`src/rtl/tms_display_capture.sv`:
```
`timescale 1ns/1ps
// Purpose: snoop TMS1x00 R/O outputs, capture each settled digit into a 16x8 frame buffer, Wishbone slave.
// Latency: capture lands SETTLE_CYCLES+2 clocks after an R/O edge from IDLE; Wishbone ack one clock after acceptance.
// Backpressure: none on the core side (pure snooper); Wishbone accepts one transfer, then idles while ack is high.
//
// Ports:
//   wb_clk_i, rst_n          sole clock, asynchronous active-low reset
//   R_in[15:0], O_in[7:0]    digit strobes / segment data from the core
//   wbs_cyc_i, wbs_stb_i, wbs_we_i, wbs_adr_i, wbs_dat_i, wbs_dat_o, wbs_ack_o
//                            Wishbone slave, selected by wbs_adr_i[22]; [6] region, [5:2] index
//   irq_o                    sticky frame-done interrupt, only when TMS_CAPTURE_IRQ_EN is defined
//
// Status word (status region, index 0):
//   [31:16] frame_cnt (zero-extended / truncated to 16 bits)
//   [15:8]  err_cnt
//   [7]     irq_o
//   [6:5]   FSM state (0 IDLE, 1 SETTLE, 2 CAPT)
//   [4]     0
//   [3:0]   last_idx
// The published field list adds up to 34 bits. Dropping its two-bit pad is the only
// way to fit it into 32, so the irq bit sits directly above the state field.
// Status write: bit0 clears frame_cnt/err_cnt, bit1 clears irq_o.
//
// Build option: TMS_CAPTURE_IRQ_EN enables the irq_o logic. When it is undefined,
// irq_o is tied low.

module tms_display_capture #(
    parameter int SETTLE_CYCLES = 4,
    parameter int CNT_W         = 16
) (
    input  logic        wb_clk_i,
    input  logic        rst_n,
    input  logic [15:0] R_in,
    input  logic [7:0]  O_in,
    input  logic        wbs_cyc_i,
    input  logic        wbs_stb_i,
    input  logic        wbs_we_i,
    input  logic [31:0] wbs_adr_i,
    input  logic [31:0] wbs_dat_i,
    output logic [31:0] wbs_dat_o,
    output logic        wbs_ack_o,
    output logic        irq_o
);

    localparam logic [7:0] SETTLE_N = 8'(SETTLE_CYCLES);

    typedef enum logic [1:0] {
        ST_IDLE   = 2'd0,
        ST_SETTLE = 2'd1,
        ST_CAPT   = 2'd2
    } state_t;

    state_t           state, state_nxt;
    logic [15:0]      r_q, r_prev, r_cap;
    logic [7:0]       o_q, o_cap;
    logic [7:0]       cnt, cnt_nxt;
    logic [3:0]       idx, last_idx;
    logic [7:0]       frame [16];
    logic [CNT_W-1:0] frame_cnt;
    logic [7:0]       err_cnt;

    logic             r_onehot, r_multi, err_evt;
    logic [3:0]       r_log2;
    logic             enter_settle, cap_en, wrap;

    logic             wb_valid, wb_acc, stat_sel, clr_cnt, clr_irq;
    logic [31:0]      rd_dat, status;
    logic [15:0]      fc16;

    // ---------------- strobe decode on the registered inputs ----------------
    assign r_onehot = (r_q != 16'h0) && ((r_q & (r_q - 16'd1)) == 16'h0);
    assign r_multi  = (r_q != 16'h0) && !r_onehot;
    // A malformed strobe is counted once, on the cycle it appears, whatever
    // state the FSM is in; otherwise a bad strobe arriving straight out of
    // CAPT or SETTLE would go unnoticed.
    assign err_evt  = r_multi && (r_q != r_prev);

    always_comb begin
        r_log2 = 4'h0;
        for (int i = 0; i < 16; i++) begin
            if (r_q[i]) r_log2 = 4'(i);
        end
    end

    // ---------------- capture FSM ----------------
    always_comb begin
        state_nxt    = state;
        cnt_nxt      = cnt;
        enter_settle = 1'b0;
        cap_en       = 1'b0;
        case (state)
            ST_IDLE: begin
                if (r_onehot) begin
                    state_nxt    = ST_SETTLE;
                    enter_settle = 1'b1;
                    cnt_nxt      = 8'd1;
                end
            end
            ST_SETTLE: begin
                // r_cap/o_cap hold the values seen on entry, so any wiggle
                // since then aborts the attempt without writing.
                if ((r_q != r_cap) || (o_q != o_cap)) begin
                    state_nxt = ST_IDLE;
                end else if (cnt == SETTLE_N) begin
                    cap_en    = 1'b1;
                    state_nxt = ST_CAPT;
                end else begin
                    cnt_nxt = cnt + 8'd1;
                end
            end
            ST_CAPT: begin
                if (r_q != r_cap) state_nxt = ST_IDLE;
            end
            default: state_nxt = ST_IDLE;
        endcase
    end

    // A capture at or below the previous digit index means the scan restarted.
    assign wrap = cap_en && (idx <= last_idx);

    always_ff @(posedge wb_clk_i or negedge rst_n) begin
        if (!rst_n) begin
            r_q      <= 16'h0;
            o_q      <= 8'h0;
            r_prev   <= 16'h0;
            r_cap    <= 16'h0;
            o_cap    <= 8'h0;
            idx      <= 4'h0;
            last_idx <= 4'hF;
            cnt      <= 8'h0;
            state    <= ST_IDLE;
            for (int i = 0; i < 16; i++) frame[i] <= 8'h00;
        end else begin
            r_q    <= R_in;
            o_q    <= O_in;
            r_prev <= r_q;
            state  <= state_nxt;
            cnt    <= cnt_nxt;
            if (enter_settle) begin
                r_cap <= r_q;
                o_cap <= o_q;
                idx   <= r_log2;
            end
            if (cap_en) begin
                frame[idx] <= o_q;
                last_idx   <= idx;
            end
        end
    end

    // ---------------- counters (clear beats increment) ----------------
    always_ff @(posedge wb_clk_i or negedge rst_n) begin
        if (!rst_n) begin
            frame_cnt <= '0;
            err_cnt   <= 8'h0;
        end else begin
            if (clr_cnt)   frame_cnt <= '0;
            else if (wrap) frame_cnt <= frame_cnt + {{(CNT_W-1){1'b0}}, 1'b1};

            if (clr_cnt)                           err_cnt <= 8'h0;
            else if (err_evt && err_cnt != 8'hFF)  err_cnt <= err_cnt + 8'd1;
        end
    end

    // ---------------- interrupt ----------------
`ifdef TMS_CAPTURE_IRQ_EN
    logic irq_q;
    // A wrap in the same cycle as a clear re-arms the flag, so no frame is lost.
    always_ff @(posedge wb_clk_i or negedge rst_n) begin
        if (!rst_n)       irq_q <= 1'b0;
        else if (wrap)    irq_q <= 1'b1;
        else if (clr_irq) irq_q <= 1'b0;
    end
    assign irq_o = irq_q;
`else
    assign irq_o = 1'b0;
    logic unused_irq;
    assign unused_irq = clr_irq;
`endif

    // ---------------- Wishbone slave ----------------
    assign wb_valid = wbs_cyc_i && wbs_stb_i && wbs_adr_i[22];
    // No acceptance while ack is high; a held strobe therefore alternates
    // accept / ack, one ack per transfer.
    assign wb_acc   = wb_valid && !wbs_ack_o;
    assign stat_sel = wbs_adr_i[6] && (wbs_adr_i[5:2] == 4'h0);
    assign clr_cnt  = wb_acc && wbs_we_i && stat_sel && wbs_dat_i[0];
    assign clr_irq  = wb_acc && wbs_we_i && stat_sel && wbs_dat_i[1];

    assign fc16   = 16'(frame_cnt);
    assign status = {fc16, err_cnt, irq_o, 2'(state), 1'b0, last_idx};

    always_comb begin
        rd_dat = 32'h0;
        if (!wbs_adr_i[6])  rd_dat = {24'h0, frame[wbs_adr_i[5:2]]};
        else if (stat_sel)  rd_dat = status;
    end

    // Read data samples the buffer before this edge's capture lands, so a
    // same-cycle read of the entry being written returns the old value.
    always_ff @(posedge wb_clk_i or negedge rst_n) begin
        if (!rst_n) begin
            wbs_ack_o <= 1'b0;
            wbs_dat_o <= 32'h0;
        end else begin
            wbs_ack_o <= wb_acc;
            if (wb_acc && !wbs_we_i) wbs_dat_o <= rd_dat;
        end
    end

    logic unused_bits;
    assign unused_bits = ^{wbs_adr_i[31:23], wbs_adr_i[21:7], wbs_adr_i[1:0], wbs_dat_i[31:2]};

endmodule

```
`config.mk`:
```
export PLATFORM = sky130hd
export DESIGN_NAME = tms_display_capture
export DESIGN_NICKNAME = d
export VERILOG_FILES = /design/src/rtl/tms_display_capture.sv
export SDC_FILE = /design/constraint.sdc
export NUM_CORES = 1
export LEC_CHECK = 0
export CAP_MARGIN = 20
export CORE_UTILIZATION = 50
export DETAILED_ROUTE_END_ITERATION = 16
export PLACE_DENSITY = 0.82
export SYNTH_ARGS = -nofsm -noshare
export SYNTH_HDL_FRONTEND = slang
export SYNTH_SLANG_ARGS = --single-unit
```
`constraint.sdc`:
```
create_clock -name wb_clk_i -period 4.1 [get_ports wb_clk_i]
set_clock_uncertainty 0.1 [all_clocks]
set_input_delay 0.615 -clock wb_clk_i [delete_from_list [all_inputs] [get_ports wb_clk_i]]
set_output_delay 0.615 -clock wb_clk_i [all_outputs]
set_load 0.02 [all_outputs]
```
Word-level counts from Yosys, hierarchy flattened

Index checks and enable logic that the tools add are counted.

Bits in registers: 267
Input port bits: 93
Output and inout port bits: 34
Word-level logic and storage cells: 120

Add/subtract/negate cells: 4
Order comparisons: 4
Equality and inequality tests: 12
Multiplexer cells: 41
Bitwise logic cells: 3
Reduce and logical (&&, ||, !) cells: 27

Operator list:

| cell                                                                  | number |
|---|---|
| 128-bit bitwise mux                                                   | 1 |
| 32-bit two-way mux                                                    | 2 |
| 8-bit two-way mux                                                     | 8 |
| 4-bit two-way mux                                                     | 11 |
| 8-bit binary-select mux with 4-bit select                             | 1 |
| 8-bit demux with 4-bit select                                         | 1 |
| 16-bit two-way mux                                                    | 2 |
| 16-bit inequality test                                                | 2 |
| 16-bit by 1-bit adder with 16-bit output, second input constant       | 1 |
| 8-bit by 1-bit adder with 8-bit output, second input constant         | 2 |
| 16-bit bitwise AND                                                    | 1 |
| 16-bit logical NOT                                                    | 1 |
| 8-bit case mux with 2 select lines                                    | 1 |
| 16-bit nonzero test                                                   | 1 |
| 16-bit by 1-bit subtractor with 16-bit output, second input constant  | 1 |
| 1-bit logical AND                                                     | 14 |
| 2-bit two-way mux                                                     | 6 |
| 5-bit >= comparator, second input constant                            | 2 |
| 4-bit inverter with 5-bit output                                      | 2 |
| 8-bit by 3-bit equality test with 1-bit output, second input constant | 1 |
| 2-bit inequality test, second input constant                          | 4 |
| 8-bit inequality test                                                 | 1 |
| 8-bit inequality test, second input constant                          | 1 |
| 1-bit two-way mux                                                     | 6 |
| 14 further kinds                                                      | 18 |

Depth between registers and ports, before layout

Depth in word-level cells: 15
Depth in mapped cells: 10
Gate-level depth less buffers: 8

Least setup slack after synthesis

OpenSTA, ideal clock, no wires.

Path kind: flip-flop to flip-flop
From: register r_q[3]
To: register r_cap[4]
Setup time: 0.128 ns
Arrival time: 3.308 ns
Required time: 3.872 ns
Setup slack: 0.564 ns
Cell stages (with the launch flop): 10
Path buffers: 3
Clock period less this slack: 3.536 ns
Cells stage by stage: dfrtp_1 > buf_2 > or4_1 > o41ai_1 > o21ai_1 > or4_1 > clkbuf_1 > a2111oi_4 > buf_6 > mux2_1

Longest elaborated chain between the ends: 6
Elaborated cells between the ends (all ways): 7
Classes of those cells: add/sub (1); mux (2); bitwise (1); reduce/logical (3)

RTL lines:

| what                                          | RTL line | source |
|---|---|---|
| start, declared                               | 54       | `logic [15:0] r_q, r_prev, r_cap;` |
| start signal, assigned                        | 134      | `r_q <= R_in;` |
| 16-bit by 1-bit subtractor with 16-bit output | 71       | `assign r_onehot = (r_q != 16'h0) && ((r_q & (r_q - 16'd1)) == 16'h0);` |
| 16-bit bitwise AND                            | 71       |  |
| 16-bit logical NOT                            | 71       |  |
| 1-bit logical AND *                           | 71       |  |
| 1-bit two-way mux *                           | 93       | `if (r_onehot) begin` |
| 1-bit two-way mux *                           | 91       | `case (state)` |
| end signal, assigned                          | 140      | `r_cap <= r_q;` |
| end, declared                                 | 54       |  |

Every way passes the cells marked *; elsewhere a longest branch is shown, timed or not.
A chain may end at the register's enable or synchronous reset.

Worst setup path after layout

From: register r_q[4]
To: register o_cap[1]

Longest elaborated chain between the ends: 6
Elaborated cells between the ends (all ways): 7
Classes of those cells: add/sub (1); mux (2); bitwise (1); reduce/logical (3)

RTL lines:

| what                                          | RTL line | source |
|---|---|---|
| 16-bit by 1-bit subtractor with 16-bit output | 71       |  |
| 16-bit bitwise AND                            | 71       |  |
| 16-bit logical NOT                            | 71       |  |
| 1-bit logical AND *                           | 71       |  |
| 1-bit two-way mux *                           | 93       |  |
| 1-bit two-way mux *                           | 91       |  |
| end signal, assigned                          | 141      | `o_cap <= o_q;` |
| end, declared                                 | 55       | `logic [7:0] o_q, o_cap;` |

Marks and branches as above.

==> summary.txt <==
Clock tree
  • Clk slew on worst S/H paths: 0.06 ns
  • Post-CTS Resized: 0
  • Clk Latency, worst-skew pair: 0.55 ns
  • Post-CTS Setup Repair Bufs: 0
  • Clk sinks: 267
  • CTS Buf Count: 29
  • Clock buffer depth: 3
  • CTS H-Tree Depth: 1
  • Root buffer selected by CTS: clkbuf_16
  • CTS tree: built
  • Hold_buf cts: 0

Routing
  • Vias: 7705
  • Antenna Nets Post-Route: 0
  • DRT Wirelength: 24.9 mm
  • Drt drc: 0
  • Initial DRC count: 405
  • DRT Pass-1 Iters: 5
  • Vias/cell: 5.77
  • Wire per inst: 18.7 um

Setup path
  • CP required: 4.42 ns
  • Setup Crit Path Kind: flop to flop
  • Crit start category: flop
  • Critical path arrival: 4.02 ns
  • Worst-path fanout max: 35
  • Worst Setup End Kind: flop

Placed design
  • Port Buffer Count: 68
  • HPWL after DPL: 16.3 mm
  • Placer congestion estimate: 0.860

GRT
  • Total GRT Usage: 21.1%
  • Global route total overflow: 0
  • Vias in the first global route: 7754
  • Initial antenna violation count: 0
  • Wire length of the first global-routing pass: 41.2 mm
  • Largest net degree at the start of global routing: 113

Pwr
  • Psw: 0.00131 W
  • Flop pwr share: 48.3%
  • Total chip power: 0.00583 W
  • Pleak: 6.67 nW
  • Cell Pwr Density: 412 nW/um2
  • Sw frac: roughly 22%
  • Maximum VDD drop: 0.252 mV
  • Clock network power share: a little under half
  • Combinational power share: approximately 5.6%
  • Internal Power: about 0.0045 W

Synthesis
  • Syn. warnings: 0
  • Mean Syn Cell Area: 12.9 um2
  • Syn Nets: 1042
  • Sequential-to-total area share from yosys stat: 55.0%
  • Yosys cell types: 52
  • Syn Inst Count: 941
  • Most used DFF post-synth: dfrtp_1
  • Area of the mapped netlist: around 12000 um2
  • Flops & latches, synth: about 270
  • Post-synth EDFFs: 0
  • Post-synth ARST share: 100%

STA
  • RSZ-0062 raised after global routing: no
  • Crit share post-route: 90.3%
  • Setup TNS: 0 ns
  • Slew at the pin with the worst max-slew slack: between 0.9 and 1 ns
  • Slew headroom: a little over a third
  • Final Critical Period: between 3 and 4 ns
  • Max Freq: ~0.27 GHz
  • Final setup fails: 0
  • Final Hold Viols: 0
  • Slew Viols, Final: 0

Flow run
  • Total of max-cap violations: 0

Floorplan
  • Starting density of the core: between 50% and 60%
  • # rows: 56
  • Die height: 158 um
  • Die footprint: roughly 25000 um2
  • # IOs: 127
  • Die X-Extent: 158 um
  • Core outline area: 23700 um2

Hold path
  • Hold crit path type: primary input to asynchronous set/reset pin

Finish
  • Commonest non-fill, non-tap cell in the layout: dfrtp_1
  • Area grow syn2layout: 16.5%
  • Diode count: 0
  • Layout Nets: 1096
  • Commonest cells after routing, fill and taps aside: dfrtp_1 (263), mux2_2 (135), clkdlybuf4s50_1 (66), xor2_1 (40)
  • Layout cell share with drive strength beyond 1: around a quarter

Outcome
  • Status: completed
critical path, stage by stage, from the launching register on:
cell and delay, ns:
dfrtp_1 0.52, or4_1 0.65, o41ai_1 0.37, o21ai_1 0.13, or4_1 0.63, a2111oi_4 0.55
buf_12 0.28, mux2_2 0.36
cell families (layout without fill, tap and decap cells):
logic type                 count (synthesis)  in the layout  share of synthesized area, %
other                                      1              1                        0.0308
AOI/OAI and AO/OA                         97             97                          5.68
and+or+nand+nor                          224            224                          9.67
xor gates and xnor gates                  43             43                          3.10
buffers and inverters                     85            160                          2.85
DFF                                      267            267                          55.0
adders and majority gates                 11             11                          1.07
muxes                                    213            213                          22.6
final timing paths:
check	start	endpoint	slack, ns	depth (start not counted)
setup / recovery	r_q[4]	o_cap[1]	0.40	7
hold / removal	rst_n	r_prev[8]	0.01	1
setup reg to reg	r_q[4]	o_cap[1]	0.40	7
hold reg to reg	frame[6]	frame[6]	0.40	1
max in group asynchronous	rst_n	frame[65]	2.87	2
min in group wb_clk_i	frame[6]	frame[6]	0.40	1
layer usage:
layer / wire length (um) / GRT usage (%)
met1: 10900 / 29.0
met2: 12200 / 34.6
met3: 1090 / 2.71
met4: 671 / 7.65
met5: 0 / 0
power groups by stage:
| stage | clock network [W] | logic [W] | registers, W |
|---|---|---|---|
| floorplan | 0 | 0.000188 | 0.00282 |
| global placement | 0 | 0.000321 | 0.00286 |
| detailed placement | 0 | 0.000330 | 0.00286 |
| CTS | 0.00274 | 0.000333 | 0.00282 |
| global route | 0.00285 | 0.000364 | 0.00283 |
| finish | 0.00269 | 0.000327 | 0.00282 |
sequential cells by signal, indices dropped and copies added, names as in the netlist:
name	cells
state	2
o_q	8
r_q	16
r_prev	16
idx	4
last_idx	4
o_cap	8
cnt	8
wbs_ack_o	1
frame	128
r_cap	16
err_cnt	8
fc16	16
wbs_dat_o	32
synthesized netlist by cell type (all sizes together), types with 13 or more instances:
cell type	n	area, um2
xor2	40	350
dfrtp	263	6580
inv	14	52.6
nor2	35	131
mux2i	25	250
a21oi	19	95.1
mux4	34	766
a211oi	13	97.6
clkbuf	61	230
nand2b	19	119
mux2	154	1730
nor3	14	70.1
nand4	13	81.3
a22o	26	228
nand2	39	146
o21ai	20	100
nor4	16	100
nand3	39	195
stage by stage:
| step | hold WS (ns) | util (%) | instances | area [um2] | setup WS (ns) |
|---|---|---|---|---|---|
| after floorplan | 0.219 | - | 941 | 12200 | 0.564 |
| after global placement | 0.382 | 55.6 | 1283 | 13200 | 0.492 |
| after detailed placement | 0.387 | 55.6 | 1283 | 13200 | 0.457 |
| after CTS | 0.0719 | 59.8 | 1335 | 14200 | 0.406 |
| after global routing | 0.112 | 59.8 | 1335 | 14200 | 0.220 |
| final | 0.0136 | 59.8 | 1335 | 14200 | 0.398 |
layout make-up:
| type | count | area, um2 |
|---|---|---|
| Sequential cell | 267 | 6690 |
| Clock buffer | 39 | 793 |
| Fill cell | 1834 | 9510 |
| Multi-Input combinational cell | 589 | 5130 |
| Inverter | 14 | 52.6 |
| Tap cell | 319 | 399 |
| Timing Repair Buffer | 94 | 913 |
| Clock inverter | 13 | 200 |
No activity file was read; power rests on OpenSTA's default activity.
==> patch: new RTL, same flow settings <==
Set the parameter `CNT_W` to 14 (it was 16).
--- a/src/rtl/tms_display_capture.sv
+++ b/src/rtl/tms_display_capture.sv
@@ -27,5 +27,5 @@
 module tms_display_capture #(
     parameter int SETTLE_CYCLES = 4,
-    parameter int CNT_W         = 16
+    parameter int CNT_W         = 14
 ) (
     input  logic        wb_clk_i,
Behaviour: no difference found for any inputs over 4 cycles, from zero or initial values and one cycle with rst_n low; that may be too few to reach the edited logic, so the function may still have changed.
==> patch against the original RTL <==
The flow now finishes with violations (hold timing). Combinational power increased by 7.0%. Synthesized area decreased by 0.98%. Total power decreased by 2.6%. Wire length decreased by 0.12%. First-iteration DRC count increased by 22%. Sequential cell count decreased by 4. Design area decreased by 1.8%. Setup slack improved by 0.42 ns. Critical path type unchanged. Highest routed layer unchanged.
==> patch: results (changes against the original RTL) <==
- Buffers on Ports: 66 (-2.9%)
- DR vias/cell: 5.831 (+1.0%)
- Ys async rst share: 100.0% (unchanged)
- Starting DRC count in detailed routing: 496 (+22%)
- Top flop regs: frame x128, wbs_dat_o x30
- Worst-path clk slew: 0.06 ns (about the same)
- Slew @ Worst Pin: 0.7489 ns (-0.2247 ns)
- Final hold violations: 1 (+1)
- First-pass GRT wire length: 40990 µm (-0.53%)
- DP Worst Slack: 0.8497 ns (+0.3930 ns)
- Total Nets Final: 1048 (-4.4%)
- Placed Area: 0.01298 mm² (-1.5%)
- Vias in the first global route: 7809 (+0.71%)
- Leak Pwr: 6.429 nW (-3.6%)
- Synth cell types: 58 (+12%)
- Post-synthesis sequential area ratio: 54.70% (-0.29 points)
- Largest register FFs: 128 (unchanged)
- Pre-Repair DR Iteration Count: 5 (unchanged)
- Post-CTS Resized: 0 (unchanged)
- Yosys top cell area share: 53.82% (-0.30 points)
- Worst hold-check slack: -0.004357 ns (-0.01799 ns)
- RD Place Congestion: 0.8478 (-1.4%)
- Worst VDD drop: 0.2436 mV (-3.2%)
- Crit path largest cell delay: 0.67 ns (+0.02 ns)
- Initial antenna violation count: 0 (unchanged)
- Total wire length: 24890 µm (-0.12%)
- Synth area leaders: dfrtp_1 54%, mux2_2 13%, mux4_2 6.4%
- Maximum clock insertion buffer count: 3 (unchanged)
- CP max-delay cell: or4_1
- Num CTS Buffers: 28 (-3.4%)
- Root Driver: clkbuf_16
- Type of the tightest min-delay check: input pin to async pin
- Crit-path max FO: 28 (-20%)
- Final setup violation count: 0 (unchanged)
- Family with the most delay on the worst path: simple AND/OR/NAND/NOR gates
- Setup Buffers After CTS: 0 (unchanged)
- # diodes: 0 (unchanged)
- Status: complete, but fails checks
- Largest net degree at the start of global routing: 100 (-12%)
- Post-synth top cells: 259 x dfrtp_1, 134 x mux2_2, 53 x clkbuf_1
- Main synth FF type: dfrtp_1
- Fraction of layout cells with a size suffix above 1: 27.49% (+2.7 points)
- Clock Latency Late Sink: 0.54 ns
- Yosys warnings: 0 (unchanged)
- Overall Global Routing Usage: 21.06% (-0.065 points)
- Failing checks: hold timing
- Final HPWL DP: 16370 µm (+0.33%)
- H-tree depth: 1 (unchanged)
==> patch: cell types whose count changed in the layout (fill, tap and decap cells not counted), moves of 4 or more <==
cell,before,now
nor3_1,14,6
buf_4,23,17
nand2b_1,19,15
dfrtp_1,263,259
mux2_1,19,2
nor2_1,35,17
clkbuf_1,7,3
mux2i_1,25,20
a21oi_1,19,23
clkbuf_8,3,7
nand3_1,39,25
mux2_4,0,20
==> patch: worst paths after layout <==
kind                             startpoint             to  slack, ns  depth (start not counted)
worst min register to register  last_idx[0]    last_idx[0]       0.40                          2
max in group asynchronous             rst_n    last_idx[1]       2.82                          2
min in group wb_clk_i           last_idx[0]    last_idx[0]       0.40                          2
worst max-delay path                 r_q[2]       o_cap[7]       0.81                          6
worst min-delay path                  rst_n  wbs_dat_o[14]     -0.004                          1
worst max register to register       r_q[2]       o_cap[7]       0.81                          6
==> patch: area by class of cell <==
| type | instances | area, µm² |
|---|---|---|
| clock buffers | 38 | 808.3 |
| clock inverters | 9 | 135.1 |
| fillers | 1783 | 9619 |
| inverters | 11 | 41.29 |
| multi-input cells | 557 | 5105 |
| flip-flops and latches | 263 | 6586 |
| well taps | 319 | 399.1 |
| repair buffers | 86 | 848.3 |
==> patch: cells by family (layout without fill, tap and decap cells) <==
kind of cell             after synthesis  in the layout  synth area share (%)
flip-flops                           263            263                 54.70
multiplexers                         210            210                 23.23
AND/OR/NAND/NOR                      188            188                 9.029
AO/OA/AOI/OAI                        104            104                 5.985
buffers and inverters                 83            144                 2.972
XOR/XNOR                              42             42                 3.055
adder cells (fa/ha/maj)               10             10                0.9975
other                                  1              3               0.03114
==> patch: report_power, final <==
group / total, W / internal, W / switching [W]
combinational: 0.000350 / 0.000160 / 0.000190
sequential: 0.00278 / 0.00267 / 0.000112
clock: 0.00255 / 0.00156 / 0.000991
==> patch: worst register-to-register path, stage by stage, from the launching register on <==
cell and delay [ns]:
dfrtp_1 0.48, or4_1 0.67, a2111oi_1 0.56, o21ai_2 0.23, nor4_4 0.27, buf_4 0.45
mux2_2 0.41
==> patch: through the flow <==
stage	instances	hold WS, ns
6_report	1283	-0.004357
2_1_floorplan	903	0.2194
3_3_place_gp	1236	0.3656
5_1_grt	1283	0.05643
3_5_place_dp	1236	0.3904
4_1_cts	1283	0.03443
==> patch: per-layer routing <==
metal / vias to the layer above / GRT usage [%] / share of wire (%)
met5: - / 0 / 0
met3: 61 / 3.084 / 4.5
li1: 3398 / - / -
met4: 0 / 7.582 / 3.1
met2: 185 / 35.71 / 49
met1: 3837 / 27.53 / 43
